## src/rtl/tqvp_bus_initiator.sv

```systemverilog
// tqvp_bus_initiator
//   Host side of the TinyQV peripheral data bus. It takes one command at a
//   time over a valid/ready handshake and drives address, data and strobe
//   onto a tqvp_* peripheral. It waits for data_ready, with an optional
//   timeout, and then returns a response over a second valid/ready handshake.
//   All outputs are registered.
//
// Ports
//   clk, rst                       clock, synchronous active-high reset
//   cmd_valid/cmd_ready            command handshake (ready only in IDLE)
//   cmd_write, cmd_size, cmd_addr  command fields (size 11 = illegal)
//   cmd_wdata                      write data, driven in full on data_out
//   rsp_valid/rsp_ready            response handshake
//   rsp_rdata, rsp_err             size-masked read data / timeout-or-illegal flag
//   address, data_out              to peripheral
//   data_write_n, data_read_n      to peripheral strobes, 11 = idle
//   data_in, data_ready            from peripheral
//   busy                           transaction in flight (state != IDLE)

module tqvp_bus_initiator #(
    parameter int TIMEOUT_CYCLES = 16,
    parameter int CNT_W          = 5
) (
    input  logic        clk,
    input  logic        rst,
    input  logic        cmd_valid,
    output logic        cmd_ready,
    input  logic        cmd_write,
    input  logic [1:0]  cmd_size,
    input  logic [5:0]  cmd_addr,
    input  logic [31:0] cmd_wdata,
    output logic        rsp_valid,
    input  logic        rsp_ready,
    output logic [31:0] rsp_rdata,
    output logic        rsp_err,
    output logic [5:0]  address,
    output logic [31:0] data_out,
    output logic [1:0]  data_write_n,
    output logic [1:0]  data_read_n,
    input  logic [31:0] data_in,
    input  logic        data_ready,
    output logic        busy
);

    typedef enum logic [1:0] {
        S_IDLE   = 2'd0,
        S_ACCESS = 2'd1,
        S_RESP   = 2'd2
    } state_t;

    localparam logic [CNT_W:0] TIMEOUT_VAL = (CNT_W+1)'(TIMEOUT_CYCLES);

    state_t      state_q,     state_d;
    logic        cmd_ready_q, cmd_ready_d;
    logic        busy_q,      busy_d;
    logic [5:0]  addr_q,      addr_d;
    logic [31:0] dout_q,      dout_d;
    logic [1:0]  wr_n_q,      wr_n_d;
    logic [1:0]  rd_n_q,      rd_n_d;
    logic        rsp_valid_q, rsp_valid_d;
    logic [31:0] rdata_q,     rdata_d;
    logic        err_q,       err_d;
    logic [CNT_W-1:0] cnt_q,  cnt_d;
    logic [1:0]  size_q,      size_d;
    logic        write_q,     write_d;

    // Counter is one bit wider for the compare, so a timeout equal to the
    // counter's full range still matches.
    logic [CNT_W:0] cnt_inc;
    logic           timeout_hit;
    logic [31:0]    rd_masked;

    assign cnt_inc     = {1'b0, cnt_q} + 1'b1;
    // The cycle that brings the count to TIMEOUT_CYCLES is the last strobe
    // cycle. This gives exactly TIMEOUT_CYCLES strobe cycles without data_ready.
    assign timeout_hit = (TIMEOUT_CYCLES != 0) && (cnt_inc == TIMEOUT_VAL);

    always_comb begin
        case (size_q)
            2'b00:   rd_masked = {24'b0, data_in[7:0]};
            2'b01:   rd_masked = {16'b0, data_in[15:0]};
            default: rd_masked = data_in;
        endcase
    end

    always_comb begin
        state_d     = state_q;
        addr_d      = addr_q;
        dout_d      = dout_q;
        wr_n_d      = wr_n_q;
        rd_n_d      = rd_n_q;
        rsp_valid_d = rsp_valid_q;
        rdata_d     = rdata_q;
        err_d       = err_q;
        cnt_d       = cnt_q;
        size_d      = size_q;
        write_d     = write_q;

        case (state_q)
            S_IDLE: begin
                if (cmd_valid && cmd_ready_q) begin
                    addr_d  = cmd_addr;
                    dout_d  = cmd_wdata;
                    size_d  = cmd_size;
                    write_d = cmd_write;
                    cnt_d   = '0;
                    if (cmd_size == 2'b11) begin
                        // Illegal size: the bus is never touched.
                        state_d     = S_RESP;
                        rsp_valid_d = 1'b1;
                        err_d       = 1'b1;
                        rdata_d     = '0;
                    end else begin
                        state_d = S_ACCESS;
                        if (cmd_write) wr_n_d = cmd_size;
                        else           rd_n_d = cmd_size;
                    end
                end
            end
            S_ACCESS: begin
                // data_ready takes priority over a timeout in the same cycle.
                if (data_ready) begin
                    wr_n_d      = 2'b11;
                    rd_n_d      = 2'b11;
                    rdata_d     = write_q ? 32'h0 : rd_masked;
                    err_d       = 1'b0;
                    rsp_valid_d = 1'b1;
                    state_d     = S_RESP;
                end else begin
                    if (cnt_q != {CNT_W{1'b1}}) cnt_d = cnt_inc[CNT_W-1:0];
                    if (timeout_hit) begin
                        wr_n_d      = 2'b11;
                        rd_n_d      = 2'b11;
                        rdata_d     = '0;
                        err_d       = 1'b1;
                        rsp_valid_d = 1'b1;
                        state_d     = S_RESP;
                    end
                end
            end
            S_RESP: begin
                if (rsp_ready) begin
                    rsp_valid_d = 1'b0;
                    cnt_d       = '0;
                    state_d     = S_IDLE;
                end
            end
            default: state_d = S_IDLE;
        endcase

        cmd_ready_d = (state_d == S_IDLE);
        busy_d      = (state_d != S_IDLE);
    end

    always_ff @(posedge clk) begin
        if (rst) begin
            state_q     <= S_IDLE;
            cmd_ready_q <= 1'b1;
            busy_q      <= 1'b0;
            addr_q      <= '0;
            dout_q      <= '0;
            wr_n_q      <= 2'b11;
            rd_n_q      <= 2'b11;
            rsp_valid_q <= 1'b0;
            rdata_q     <= '0;
            err_q       <= 1'b0;
            cnt_q       <= '0;
            size_q      <= '0;
            write_q     <= 1'b0;
        end else begin
            state_q     <= state_d;
            cmd_ready_q <= cmd_ready_d;
            busy_q      <= busy_d;
            addr_q      <= addr_d;
            dout_q      <= dout_d;
            wr_n_q      <= wr_n_d;
            rd_n_q      <= rd_n_d;
            rsp_valid_q <= rsp_valid_d;
            rdata_q     <= rdata_d;
            err_q       <= err_d;
            cnt_q       <= cnt_d;
            size_q      <= size_d;
            write_q     <= write_d;
        end
    end

    assign cmd_ready    = cmd_ready_q;
    assign busy         = busy_q;
    assign address      = addr_q;
    assign data_out     = dout_q;
    assign data_write_n = wr_n_q;
    assign data_read_n  = rd_n_q;
    assign rsp_valid    = rsp_valid_q;
    assign rsp_rdata    = rdata_q;
    assign rsp_err      = err_q;

endmodule

```

## config.mk

```make
export PLATFORM = sky130hd
export DESIGN_NAME = tqvp_bus_initiator
export DESIGN_NICKNAME = d
export VERILOG_FILES = /design/src/rtl/tqvp_bus_initiator.sv
export SDC_FILE = /design/constraint.sdc
export NUM_CORES = 1
export LEC_CHECK = 0
export ABC_CLOCK_PERIOD_IN_PS = 2700
export BUFFER_PORTS_ARGS = -buffer_cell sky130_fd_sc_hd__buf_2
export CAP_MARGIN = 15
export CORE_MARGIN = 4
export CORE_UTILIZATION = 23
export DETAILED_ROUTE_END_ITERATION = 10
export PLACE_DENSITY = 0.44
export SLEW_MARGIN = 40
export SYNTH_ARGS = -nofsm -noshare
export SYNTH_HDL_FRONTEND = slang
export SYNTH_SLANG_ARGS = --single-unit
export TNS_END_PERCENT = 1
```

## constraint.sdc

```tcl
create_clock -name clk -period 2.7 [get_ports clk]
set_clock_uncertainty 0.05 [all_clocks]
set_input_delay 0.135 -clock clk [delete_from_list [all_inputs] [get_ports clk]]
set_output_delay 0.135 -clock clk [all_outputs]
set_load 0.01 [all_outputs]
```

======== Yosys cells after proc, flatten, opt, wreduce, memory -nomap -nowiden ========
Index checks and enable logic that the tools add are counted.
operators by class
  mux-type cells .......................... 36
  $add $sub $neg .......................... 1
  equality and inequality tests ........... 15
  reduce and logical (&&, ||, !) cells .... 13
operators by type and width
  kind                                           count
  two-way mux 32 bit                             5
  case mux 32 bit (2 select lines)               2
  two-way mux 2 bit                              13
  two-way mux 5 bit                              4
  AND reduction 5 bit                            4
  != test 2 bit, second input constant           8
  case mux 5 bit (3 select lines)                1
  case mux 2 bit (2 select lines)                2
  adder 5 x 1 -> 6 bit, second input constant    1
  == test 6 x 5 -> 1 bit, second input constant  1
  zero test 2 bit                                3
  two-way mux 1 bit                              6
  case mux 2 bit (3 select lines)                1
  != test 5 bit, second input constant           1
  == test 2 x 1 -> 1 bit, second input constant  2
  == test 2 bit, second input constant           2
  AND reduction 4 bit                            1
  nonzero test 2 bit                             2
  != test 3 bit, second input constant           1
  case mux 1 bit (3 select lines)                1
  nonzero test 3 bit                             1
  case mux 1 bit (2 select lines)                1
  AND reduction 2 bit                            1
  logical AND 1 bit                              1
word-level totals
  logic and storage cells ................. 78
  register bits ........................... 88
  bits of input ports ..................... 78
  output and inout port bits .............. 78

======== Logic depth before layout (Yosys ltp) ========
  depth after elaboration ................. 6
  gate-level depth with buffers ........... 7
  depth with buffers taken out ............ 6

======== Least setup slack after synthesis ========
OpenSTA, ideal clock, no wires.
  path type ............................... register to register
  from .................................... reg cnt_q[0]
  to ...................................... reg rdata_q[18], in the netlist rsp_rdata[18]
  data required time ...................... 2.591 ns
  path slack .............................. 0.806 ns
  stages on the path, launching flop included .. 8
  setup time .............................. 0.059 ns
  arrival time ............................ 1.785 ns
  path through ............................ dfxtp_1 ha_1 and3_1 ha_1 o2111a_1 nor3_4 buf_6 a22o_1
between the ends
  longest elaborated chain between the ends .. 4
RTL lines
  element                               line  source
  start, declared                       63    logic [CNT_W-1:0] cnt_q, cnt_d;
  start signal, assigned                181   cnt_q <= cnt_d;
  adder 5 x 1 -> 6 bit                  73    assign cnt_inc = {1'b0, cnt_q} + 1'b1;
  == test 6 x 5 -> 1 bit                76    assign timeout_hit = (TIMEOUT_CYCLES != 0) && (cnt_inc == TIMEOUT_VAL);
  != test 3 bit (no source line)        n/a
  AND reduction 4 bit (no source line)  n/a
  end signal, assigned                  179   rdata_q <= rdata_d;
  end, declared                         61    logic [31:0] rdata_q, rdata_d;
No other way between the ends.
A chain may end at the register's enable or synchronous reset.

======== Worst setup path after layout ========
  from .................................... reg cnt_q[0]
  to ...................................... reg rdata_q[25], in the netlist rsp_rdata[25]
Same word-level chain as after synthesis.

==> impl_metrics.yaml <==
status:
  status: "finished, final reports clean"
synthesis:
  ys_types: 41
  syn_nets: 422
  synth_edf_count: 0
  async_reset_ff_share_pct: 0
  synth_area_um2: 3200
  syn_inst: 342
  synth_top_area_cell: "dfxtp_1"
  synth_seq_cells: 88
  ys_seq_area_share_pct: 55.0
  synth_area_leaders: "dfxtp_1, nand2_1, a22o_1"
  avgSynthCellArea_um2: 9.36
  yosys_most_used_dff: "dfxtp_1"
  synth.top_cell.area_share_pct: 55.0
  ys_warn_count: 0
route:
  drt_iter0_drc: 100
  drt_wl_total_um: 10400
  vias: 3288
  wl_per_cell_um: 14.0
  ant_nets: 0
  routed_via_density: 4.43
  drc: 0
  drtPass1Iterations: 4
power:
  pwr_density_cell_nw_per_um2: 633
  ir_drop_mv: 0.406
  p_leak_nw: 2.37
critical_path:
  cpMostUsedCell: "ha_1"
  endpoint_kind: "flop"
  startpoint_type: "flop"
  cp.required_ps: 2930
  arrival_ps: 2370
  crit_path_max_fanout: 32
  crit_type: "reg -> reg"
  worstPathCellList: "ha_1, and3_1, ha_1, o2111a_1, nor3_4, buf_4, a22o_1"
  slowest_stage: "dfxtp_1"
  slowest_delay_ps: 360
clock_tree:
  cts_max_path_buffers: 2
  htreeDepth: 3
  cts_num_sinks: 88
  cts_root_buffer: "clkbuf_16"
  clk_latency_ps: 340
  clk_pin_slew_ps: 60
  cts_tree: "built"
  cts_resized: 0
  cts_made_buffers: 9
sta:
  slew_headroom_pct: 58.6
  hold_violations: 0
  max_freq_ghz: 0.468
  period_share_pct: 79.2
  fin_setup_tns_ps: 0
  worst_pin_slew_ps: 621
  rsz0062_at_grt: "false"
  drv_slew: 0
  setup_violations: 0
  finalCriticalPeriod_ps: 2140
final_layout:
  diodes: 0
  drive_above_1_share_pct: 32.2
  syn2layout_area_growth_pct: 61.2
  nFillCells: 1390
  seqCellArea_um2: 1760
  utilization_pct: 38.4
  multi_input_area_um2: 1300
  fin_nets: 642
run:
  cap_violations: 0
grt:
  grt_max_degree: 56
  grt_first_pass_wirelength_um: 17100
  antenna_found_initial: 0
  grtUsageTotal_pct: 13.2
  first_global_vias: 3332
  grt_remaining_overflow: 0
floorplan:
  start_util_pct: 23.8
  core.rowCount: 42
  dieArea_um2: 15900
  coreArea_um2: 13500
  die_w_um: 126
  chipHeight_um: 126
  io_pins: 156
placement:
  place_congestion: 0.748
  io_buffers: 155
  hpwl_um: 6740
worst_hold_path:
  hp-class: "in -> reg"
-- state kept, by name, summed over array words and instances (netlist names) --
| signal | flops |
|---|---|
| cnt_q | 5 |
| data_read_n | 2 |
| busy | 1 |
| state_q | 2 |
| cmd_ready | 1 |
| data_out | 32 |
| data_write_n | 2 |
| address | 6 |
| rsp_rdata | 32 |
| size_q | 2 |
| write_q | 1 |
| rsp_err | 1 |
| rsp_valid | 1 |
-- where the power goes --
part	switching (mW)	leakage (nW)	internal, mW
registers	0.0396	0.716	1.37
clock network	0.506	0.165	0.897
logic	0.240	1.49	0.217
-- logic make-up (layout without fill, tap and decap cells) --
logic type | count (synthesis) | count (layout) | synth area share [%]
AND/OR/NAND/NOR | 123 | 123 | 17.9
AO/OA/AOI/OAI | 103 | 103 | 21.5
buffers and inverters | 26 | 250 | 4.69
adder cells (fa/ha/maj) | 2 | 2 | 0.782
flip-flops | 88 | 88 | 55.0
-- metal layers --
| layer | wire length, µm | global-route usage [%] | vias to the layer above |
|---|---|---|---|
| li1 | - | - | 1635 |
| met1 | 4810 | 16.0 | 1511 |
| met2 | 4480 | 21.3 | 131 |
| met3 | 941 | 5.59 | 11 |
| met4 | 164 | 4.29 | 0 |
| met5 | 0 | 0 | - |
-- critical path, delay by kind of cell (launching register included) --
family / cells / cell delay [ps]
and+or+nand+nor: 2 / 360
buffers and inverters: 1 / 340
DFF: 1 / 360
AOI/OAI and AO/OA: 2 / 400
adders and majority gates: 2 / 560
-- Yosys cell counts, types with 2 or more instances --
cell / count
o211ai_1: 2
a21o_1: 2
a21oi_1: 51
a211oi_1: 2
ha_1: 2
nand2_1: 86
dfxtp_1: 88
and2_1: 2
o21ai_1: 3
nor3_1: 5
clkbuf_1: 15
and3_1: 3
nor4_1: 2
a22o_1: 32
nand3_1: 3
nor2_1: 8
nor2b_1: 4
buf_6: 7
inv_1: 3
-- area by class of cell --
type | instances | share of cell area [%]
clock inverter | 6 | 2.11
inverter | 3 | 0.218
timing repair buffer | 232 | 29.7
clock buffer | 9 | 4.36
multi-input combinational | 228 | 25.2
tap | 176 | 4.27
sequential | 88 | 34.1
-- cells in the final DEF, fill, tap and decap left out, types with 3 or more instances in the layout --
cell	Yosys	routed
a21oi_1	51	51
a22o_1	32	32
and3_1	3	3
buf_2	0	155
buf_4	0	6
bufinv_16	0	3
clkbuf_16	0	9
dfxtp_1	88	88
dlygate4sd3_1	0	71
inv_1	3	3
nand2_1	86	86
nand3_1	3	3
nor2_1	8	7
nor2b_1	4	4
nor3_1	5	5
o21ai_1	3	3
-- through the flow --
stage               area (µm²)  worst slack (ps)  total power [mW]  hold WS, ps  cells
floorplan                 3200               806              1.64          197    342
global placement          4120               624              1.81          298    656
detailed placement        4120               582              1.81          298    656
CTS                       5160               559              3.34         7.86    742
global route              5160               464              3.43         27.5    742
finish                    5160               561              3.27         31.2    742
-- timing repair --
action,CTS,global route
buffers inserted,0,0
endpoints found under the setup margin,0,0
endpoints found under the hold margin,71,0
hold buffers,71,0
-- final timing paths --
path	from	end	slack, ps	depth (start not counted)
setup / recovery	cnt_q[0]	rsp_rdata[25]	560	7
hold / removal	cmd_write	write_q	30	3
setup reg to reg	cnt_q[0]	rsp_rdata[25]	560	7
hold reg to reg	data_out[3]	data_out[3]	400	2
(Power assumes the default switching activity.)
